### src/rtl/alu_ctrl_pkg.sv
// rtl/alu_ctrl_pkg.sv - op codes, FSM states and select helpers for the ALU op controller
package alu_ctrl_pkg;

  localparam logic [2:0] OP_ADD     = 3'd0;
  localparam logic [2:0] OP_SUB     = 3'd1;
  localparam logic [2:0] OP_MULT    = 3'd2;
  localparam logic [2:0] OP_AND     = 3'd3;
  localparam logic [2:0] OP_OR      = 3'd4;
  localparam logic [2:0] OP_COMPARE = 3'd5;

  localparam logic [1:0] S_IDLE    = 2'd0;
  localparam logic [1:0] S_LATCH   = 2'd1;
  localparam logic [1:0] S_EXEC    = 2'd2;
  localparam logic [1:0] S_CONVERT = 2'd3;

  // Select and request vectors are ordered {sub, mult, and, or, compare}; ADD has no select.
  function automatic logic [4:0] op_to_sel(input logic [2:0] op);
    case (op)
      OP_SUB:     op_to_sel = 5'b10000;
      OP_MULT:    op_to_sel = 5'b01000;
      OP_AND:     op_to_sel = 5'b00100;
      OP_OR:      op_to_sel = 5'b00010;
      OP_COMPARE: op_to_sel = 5'b00001;
      default:    op_to_sel = 5'b00000;
    endcase
  endfunction

  function automatic logic [2:0] req_to_op(input logic [4:0] req);
    if (req[4])      req_to_op = OP_SUB;
    else if (req[3]) req_to_op = OP_MULT;
    else if (req[2]) req_to_op = OP_AND;
    else if (req[1]) req_to_op = OP_OR;
    else if (req[0]) req_to_op = OP_COMPARE;
    else             req_to_op = OP_ADD;
  endfunction

endpackage

### src/rtl/button_debouncer.sv
// rtl/button_debouncer.sv - counter debouncer with a one-cycle rising-edge pulse
module button_debouncer #(
  parameter int DEBOUNCE_CYCLES = 1000000
) (
  input  logic i_clk,
  input  logic i_rst,
  input  logic i_btn,
  output logic o_level,
  output logic o_rise
);

  localparam int CW = (DEBOUNCE_CYCLES > 1) ? $clog2(DEBOUNCE_CYCLES) : 1;
  localparam logic [CW-1:0] CNT_LAST = CW'(DEBOUNCE_CYCLES - 1);

  logic [CW-1:0] cnt;

  // Any sample agreeing with the current level restarts the stability window.
  always_ff @(posedge i_clk) begin
    if (i_rst) begin
      o_level <= 1'b0;
      o_rise  <= 1'b0;
      cnt     <= '0;
    end else begin
      o_rise <= 1'b0;
      if (i_btn == o_level) begin
        cnt <= '0;
      end else if (cnt == CNT_LAST) begin
        o_level <= i_btn;
        o_rise  <= i_btn;
        cnt     <= '0;
      end else begin
        cnt <= cnt + CW'(1);
      end
    end
  end

endmodule

### src/rtl/alu_op_controller.sv
// rtl/alu_op_controller.sv - conditions board inputs and sequences ALU evaluation then BCD conversion
module alu_op_controller
  import alu_ctrl_pkg::*;
#(
  parameter int DEBOUNCE_CYCLES = 1000000,
  parameter int ALU_LATENCY     = 1,
  parameter int BCD_TIMEOUT     = 64
) (
  input  logic       i_clk,
  input  logic       i_rst,
  input  logic [7:0] i_dataIn,
  input  logic       i_btnSub,
  input  logic       i_btnMult,
  input  logic       i_btnAnd,
  input  logic       i_btnOr,
  input  logic       i_btnCompare,
  input  logic [7:0] i_aluResult,
  input  logic       i_bcdDone,
  output logic [3:0] o_A,
  output logic [3:0] o_B,
  output logic       o_Sub,
  output logic       o_Mult,
  output logic       o_And,
  output logic       o_Or,
  output logic       o_Compare,
  output logic       o_bcdStart,
  output logic [7:0] o_result,
  output logic [2:0] o_opCode,
  output logic       o_busy,
  output logic       o_timeout
);

  localparam int EW = (ALU_LATENCY > 1) ? $clog2(ALU_LATENCY) : 1;
  localparam int TW = (BCD_TIMEOUT > 1) ? $clog2(BCD_TIMEOUT) : 1;
  localparam logic [EW-1:0] EXEC_LAST = EW'(ALU_LATENCY - 1);
  localparam logic [TW-1:0] WAIT_LAST = TW'(BCD_TIMEOUT - 1);

  logic [4:0] btn_meta, btn_sync, btn_level, btn_rise, req;
  logic [7:0] sw_meta, sw_sync;
  logic [3:0] sw_a, sw_b;

  // Switches are active-low, so their synchronisers reset to the all-released pattern.
  always_ff @(posedge i_clk) begin
    if (i_rst) begin
      btn_meta <= '0;
      btn_sync <= '0;
      sw_meta  <= 8'hFF;
      sw_sync  <= 8'hFF;
    end else begin
      btn_meta <= {i_btnSub, i_btnMult, i_btnAnd, i_btnOr, i_btnCompare};
      btn_sync <= btn_meta;
      sw_meta  <= i_dataIn;
      sw_sync  <= sw_meta;
    end
  end

  assign sw_a = ~{sw_sync[0], sw_sync[1], sw_sync[2], sw_sync[3]};
  assign sw_b = ~{sw_sync[4], sw_sync[5], sw_sync[6], sw_sync[7]};

  for (genvar i = 0; i < 5; i++) begin : g_deb
    button_debouncer #(
      .DEBOUNCE_CYCLES(DEBOUNCE_CYCLES)
    ) u_deb (
      .i_clk  (i_clk),
      .i_rst  (i_rst),
      .i_btn  (btn_sync[i]),
      .o_level(btn_level[i]),
      .o_rise (btn_rise[i])
    );
  end

  assign req = btn_rise & btn_level;

  logic [1:0]    state;
  logic [EW-1:0] exec_cnt;
  logic [TW-1:0] wait_cnt;
  logic [7:0]    alu_capture;

  assign o_busy = (state != S_IDLE);

  always_ff @(posedge i_clk) begin
    if (i_rst) begin
      state       <= S_IDLE;
      exec_cnt    <= '0;
      wait_cnt    <= '0;
      alu_capture <= '0;
      o_A         <= '0;
      o_B         <= '0;
      {o_Sub, o_Mult, o_And, o_Or, o_Compare} <= '0;
      o_bcdStart  <= 1'b0;
      o_result    <= '0;
      o_opCode    <= OP_ADD;
      o_timeout   <= 1'b0;
    end else begin
      o_bcdStart <= 1'b0;
      case (state)
        S_IDLE: begin
          if (|req) begin
            o_opCode <= req_to_op(req);
            state    <= S_LATCH;
          end else if ((sw_a != o_A) || (sw_b != o_B)) begin
            state <= S_LATCH;
          end
        end
        S_LATCH: begin
          o_A      <= sw_a;
          o_B      <= sw_b;
          {o_Sub, o_Mult, o_And, o_Or, o_Compare} <= op_to_sel(o_opCode);
          exec_cnt <= '0;
          state    <= S_EXEC;
        end
        S_EXEC: begin
          if (exec_cnt == EXEC_LAST) begin
            alu_capture <= i_aluResult;
            o_bcdStart  <= 1'b1;
            wait_cnt    <= '0;
            state       <= S_CONVERT;
          end else begin
            exec_cnt <= exec_cnt + EW'(1);
          end
        end
        S_CONVERT: begin
          if (i_bcdDone) begin
            o_result  <= alu_capture;
            o_timeout <= 1'b0;
            state     <= S_IDLE;
          end else if (wait_cnt == WAIT_LAST) begin
            o_timeout <= 1'b1;
            state     <= S_IDLE;
          end else begin
            wait_cnt <= wait_cnt + TW'(1);
          end
        end
        default: state <= S_IDLE;
      endcase
    end
  end

endmodule

### config.mk
export PLATFORM = sky130hd
export DESIGN_NAME = alu_op_controller
export DESIGN_NICKNAME = d
export VERILOG_FILES = /design/src/rtl/alu_ctrl_pkg.sv /design/src/rtl/button_debouncer.sv /design/src/rtl/alu_op_controller.sv
export SDC_FILE = /design/constraint.sdc
export NUM_CORES = 1
export LEC_CHECK = 0
export ABC_AREA = 1
export CAP_MARGIN = 20
export CORE_MARGIN = 3
export CORE_UTILIZATION = 59
export CTS_CLUSTER_DIAMETER = 80
export CTS_CLUSTER_SIZE = 25
export DETAILED_ROUTE_END_ITERATION = 7
export PLACE_DENSITY_LB_ADDON = 0.1
export SYNTH_ARGS = -nofsm -noshare
export SYNTH_HDL_FRONTEND = slang
export SYNTH_SLANG_ARGS = --single-unit
export TNS_END_PERCENT = 20
### constraint.sdc
create_clock -name i_clk -period 1.75 [get_ports i_clk]
set_input_delay 0.35 -clock i_clk [delete_from_list [all_inputs] [get_ports i_clk]]
set_output_delay 0.35 -clock i_clk [all_outputs]
set_load 0.02 [all_outputs]
==> impl_metrics.tcl, run 1 <==
set metrics [dict create \
    clkTransAtPathRegs_ns 0.06 \
    syn-num-nets 1110 \
    drive_above_1_share 0.1113 \
    antenna_found_initial 0 \
    slew_viol_final 0 \
    drt-total-wl_microns 16310 \
    clk_path_buf_depth 2 \
    avgSynthCellArea_sq_um 7.450 \
    path_cells "clkdlybuf4s50_1" \
    drc 0 \
    finalSetupViolations 0 \
    crit_cells 1 \
    r2r-end "g_deb[4].u_deb.cnt[11]$_SDFF_PP0_" \
    reg2regPathDepth 9 \
    hpwl_microns 11340 \
    wl_per_cell_microns 12.25 \
    tightest_slew_ns 0.5682 \
    syn_area_sq_um 8009 \
    num_rows 41 \
    p_per_area_nw_per_um2 1007 \
    gp_congestion 0.8308 \
    worstPathRequired_ns 1.40 \
    ys_ff_latch 178 \
    layout_min_cycle_time_ns 1.702 \
    synth_cells 1075 \
    die-width_microns 122.5 \
    final_core_util 0.7291 \
    synth_mux_area_frac 0 \
    met3_usage 0.04977 \
    ff2ff_setup_slack_ns 0.13 \
    yosysSeqAreaShare 0.4449 \
    synthSimpleGateAreaFrac 0.3424 \
    status "finished clean" \
    setup-tns-final_ns 0 \
    p_leak_nw 3.594 \
    syn_to_final_growth_pct 17.68 \
    slew_headroom 0.6199 \
    root_buffer "clkbuf_16" \
    place_ws_ns 0.04721 \
    regArea_sq_um 3565 \
    synth_edf_count 0 \
    grt_usage 0.2267 \
    synth_top_family_by_area "simple AND/OR/NAND/NOR gates" \
    grtUsageMet2 0.3889 \
    synthAdderAreaFrac 0.01718 \
    grt-busiest-layer "met2" \
    antenna_left 0 \
    core_area_sq_um 12930 \
    first_pass_iters 7 \
    vias_per_cell 5.084 \
    hold_buffers 0 \
    cp_top_family "buffers and inverters" \
    fmax_mhz 587.7 \
    grt_pass1_vias 6271 \
    synth_xor_area_frac 0.04812 \
    drt_iter0_drc 448 \
    cpPeakStageDelay_ns 0.60 \
    finalClockSkew_ns 0.007914 \
    drv_cap 0 \
    antenna_cells 0 \
    grt_pass1_wl_microns 27670 \
    synth_compound_area_frac 0.07327 \
    cts_tree "yes" \
    start_util 0.6195 \
    grt_max_degree 25 \
    fp.dieH_microns 122.5 \
    final-hold-violation-count 0 \
    nFillCells 1049 \
    nets 1181 \
    worstPathMaxFanout 2 \
    io_buffers 50 \
    path_class "reg -> out" \
    rsz0062_at_grt "yes" \
    ys_types 40 \
    setup.worst_path.start "o_And$_SDFFE_PP0N_" \
    multi_input_area_sq_um 3890 \
    synthArstFlopShare 0 \
    setup_ws_ns 0.04835 \
    critPathLaunchType "flip-flop" \
    cts_made_buffers 17 \
    ios 51 \
    min_period_over_period 0.9724 \
    die_area_sq_um 15010 \
    clk_latency_ns 0.42 \
    hold_path_class "in -> reg" \
    h-tree-depth 4 \
    cp_data_arrival_time_ns 1.35 \
    synth_top_flop_cell "dfxtp_1" \
    crit_path_end "o_And" \
    r2r-start "g_deb[4].u_deb.cnt[1]$_SDFF_PP0_" \
    crit_path_end_kind "output port" \
    num_vias 6767 \
    cp_num_buf_inv 1 \
    ir_drop_uv 1115 \
    synth_warnings 0 \
    gr-total-overflow 0 \
    slowest_stage "clkdlybuf4s50_1" \
    cts.sinks 178 \
    use_met1 0.2865 \
]
## Yosys cell counts (9+ instances only)
| master | count | area, sq um |
|---|---|---|
| clkbuf_1 | 9 | 33.78 |
| nand3_2 | 10 | 100.1 |
| nand4_1 | 36 | 225.2 |
| inv_1 | 122 | 457.9 |
| xor2_1 | 35 | 306.5 |
| dfxtp_1 | 178 | 3563 |
| a21oi_1 | 69 | 345.3 |
| xnor2_1 | 9 | 78.83 |
| nor2_2 | 9 | 56.30 |
| nor3_2 | 10 | 100.1 |
| o21ai_0 | 37 | 185.2 |
| or2_2 | 20 | 125.1 |
| ha_1 | 11 | 137.6 |
| nor3_1 | 33 | 165.2 |
| nor2_1 | 184 | 690.7 |
| nand3_1 | 47 | 235.2 |
| nand2_1 | 199 | 747.0 |
## cells by family (layout without fill, tap and decap cells)
logic type / after synthesis / after routing
compound gates: 113 / 113
xor+xnor: 44 / 44
fa+ha+maj: 11 / 11
buf+inv: 145 / 228
flops: 178 / 178
simple gates: 584 / 585
## through the flow
stage               instances  instance area, sq um  power [mW]  hold slack, ns
floorplan                1075                  8009       5.141          0.3883
global placement         1298                  8766       5.671          0.3905
detailed placement       1298                  8766       5.692          0.3917
CTS                      1330                  9370       9.573          0.3358
global route             1331                  9425       9.886          0.3388
finish                   1331                  9425       9.495          0.3522
## layer usage
metal | part of all wire | up-vias
met1 | 0.47 | 3044
met4 | 0.017 | 0
met2 | 0.48 | 114
met5 | 0 | -
met3 | 0.033 | 24
li1 | - | 3585
## report_power, final
part           internal, mW  switching [mW]  total (mW)
Clock                  2.36            1.58        3.95
Sequential             4.26           0.134        4.39
Combinational         0.449           0.708        1.16
## layout by cell type (no fill, tap or decap), drive strengths merged, types with 35 or more instances in the layout
master,instances
nand3,58
o21ai,37
nor2,200
inv,125
nand4,36
nand2,207
nor3,44
dfxtp,178
a21oi,70
xor2,35
## timing repair
action | CTS | global route
setup endpoints to repair | 15 | 46
cloned | 0 | 1
gates resized for setup | 17 | 17
pin swaps | 0 | 1
setup buffers | 0 | 0
## cell type report
cell class	instances	share of cell area
clock inverters	12	0.01633
well taps	172	0.02283
inverters	125	0.04978
repair buffers	71	0.07062
clock buffers	20	0.04952
multi-input cells	753	0.4127
flip-flops and latches	178	0.3782
## registers in the layout, summed over array words and instances, names as in the netlist, 6 cells and up
signal / flops
sw_meta: 8
sw_sync: 8
alu_capture: 8
o_result: 8
g_deb.u_deb.cnt: 100
wait_cnt: 6
## worst min-delay path by stage
stage                           startpoint                           endpoint  slack (ns)  cells after the start
floorplan           btn_meta[0]$_SDFF_PP0_             btn_sync[0]$_SDFF_PP0_        0.39                      2
global placement    btn_meta[3]$_SDFF_PP0_             btn_sync[3]$_SDFF_PP0_        0.39                      2
detailed placement  btn_meta[3]$_SDFF_PP0_             btn_sync[3]$_SDFF_PP0_        0.39                      2
CTS                                  i_rst  g_deb[0].u_deb.cnt[17]$_SDFF_PP0_        0.34                      4
global route                         i_rst  g_deb[0].u_deb.cnt[17]$_SDFF_PP0_        0.34                      4
finish                               i_rst  g_deb[0].u_deb.cnt[17]$_SDFF_PP0_        0.35                      4
Power figures use the tool's default switching activity.
==> run 2, diff against run 1 <==
Settings changed: CORE_MARGIN 3 to unset.
==> impl_metrics.tcl, run 2 (synthesis results as in run 1) <==
set metrics [dict create \
    path_cells "clkdlybuf4s50_1" \
    grt_max_degree 27 \
    nets 1178 \
    layout_min_cycle_time_ns 1.709 \
    finalClockSkew_ns 0.005729 \
    drt-total-wl_microns 15650 \
    wl_per_cell_microns 11.75 \
    antenna_left 0 \
    cts_resized 16 \
    largest_reg_flops 100 \
    final-hold-violation-count 0 \
    num_vias 6684 \
    total_power_mw 9.713 \
    fin_cells 1332 \
    grt_pass1_wl_microns 26990 \
    drc 0 \
    die-width_microns 118.5 \
    cpPeakStageDelay_ns 0.60 \
    nFillCells 1088 \
    top_register "g_deb.u_deb.cnt" \
    rsz0062_at_grt "no" \
    cp_num_buf_inv 1 \
    ios 51 \
    cts_tree "yes" \
    worstPathRequired_ns 1.40 \
    hpwl_microns 11060 \
    clkTransAtPathRegs_ns 0.07 \
    vias_per_cell 5.018 \
    start_util 0.6048 \
    setup-tns-final_ns 0 \
    layout_common_cells "199 x nand2_1, 182 x nor2_1, 178 x dfxtp_1" \
    clk_latency_ns 0.43 \
    io_buffers 50 \
    cts_setup_buffers 0 \
    hold_path_class "in -> reg" \
    hold_buffers 0 \
    status "finished clean" \
    ir_drop_uv 712.9 \
    gp_congestion 0.8835 \
    cts_made_buffers 17 \
    antenna_found_initial 0 \
    syn_to_final_growth_pct 18.06 \
    clk_path_buf_depth 2 \
    gr-total-overflow 0 \
    path_class "reg -> out" \
    place_ws_ns 0.08705 \
    worstPathMaxFanout 2 \
    first_pass_iters 4 \
    root_buffer "clkbuf_16" \
    drv_cap 0 \
    finalSetupViolations 0 \
    antenna_cells 0 \
    cp_top_family "buffers and inverters" \
    setup_ws_ns 0.04125 \
    tightest_slew_ns 0.4584 \
    drt_iter0_drc 467 \
    core_area_sq_um 13240 \
    min_period_over_period 0.9764 \
    die_area_sq_um 14040 \
    fmax_mhz 585.2 \
    whs_ns 0.3689 \
    grt_pass1_vias 6137 \
    fp.dieH_microns 118.5 \
    layout_commonest_cell "nand2_1" \
    h-tree-depth 4 \
    final_core_util 0.7140 \
    grt_usage 0.2355 \
    place_area_sq_um 8781 \
    cts.sinks 178 \
    critPathLaunchType "flip-flop" \
    crit_path_end_kind "output port" \
    slew_viol_final 0 \
    drive_above_1_share 0.1081 \
    cp_data_arrival_time_ns 1.36 \
    slowest_stage "clkdlybuf4s50_1" \
    final_area_sq_um 9455 \
    slew_headroom 0.6925 \
    p_per_area_nw_per_um2 1027 \
    num_rows 42 \
    p_leak_nw 3.631 \
    dp.cells 1300 \
]
==> run 2: cell count changes in the layout (fill, tap and decap cells not counted), moves of 2 or more <==
cell       before  now
buf_4          20   15
clkbuf_8        3    0
buf_12          1    3
bufinv_16       3    5
clkinv_2        3    1
inv_6           2    4
nand3_4         2    0
==> run 2: area by class of cell <==
class / count / area [sq um] / area share
Sequential cell: 178 / 3563 / 0.3769
Clock buffer: 17 / 425.4 / 0.04499
Clock inverter: 15 / 230.2 / 0.02435
Tap cell: 176 / 220.2 / 0.02329
Timing Repair Buffer: 69 / 681.9 / 0.07212
Multi-Input combinational cell: 752 / 3865 / 0.4088
Inverter: 125 / 469.2 / 0.04962
==> run 2: path summary, 6_finish.rpt <==
check / endpoint / from / slack (ns) / depth (start not counted)
setup reg to reg: g_deb[4].u_deb.cnt[10]$_SDFF_PP0_ / g_deb[4].u_deb.cnt[1]$_SDFF_PP0_ / 0.16 / 9
hold / removal: btn_meta[0]$_SDFF_PP0_ / i_rst / 0.37 / 3
setup / recovery: o_result[4] / o_result[4]$_SDFFE_PP0N_ / 0.04 / 1
hold reg to reg: btn_sync[1]$_SDFF_PP0_ / btn_meta[1]$_SDFF_PP0_ / 0.40 / 2
==> run 2: worst reg2reg max path: stages (launching register included) <==
cell and delay [ns]:
dfxtp_1 0.35, ha_1 0.24, nand2_2 0.10, nor2_4 0.15, nand2_2 0.08, nor2_2 0.12
nand3_2 0.12, nand3_2 0.10, buf_12 0.17, a21oi_1 0.05
==> run 2: where the power goes <==
group / switching (mW) / internal (mW)
Clock: 1.64 / 2.55
Combinational: 0.667 / 0.449
Sequential: 0.146 / 4.25
Total: 2.46 / 7.25
==> run 2: layer usage <==
layer  vias up  part of all wire  GRT usage  wire (microns)
met5         -                 0          0               0
met4         0             0.011    0.07120             174
met3        15             0.028    0.05357             443
li1       3581                 -          -               -
met1      3020              0.47     0.2950            7416
met2        68              0.49     0.4026            7618
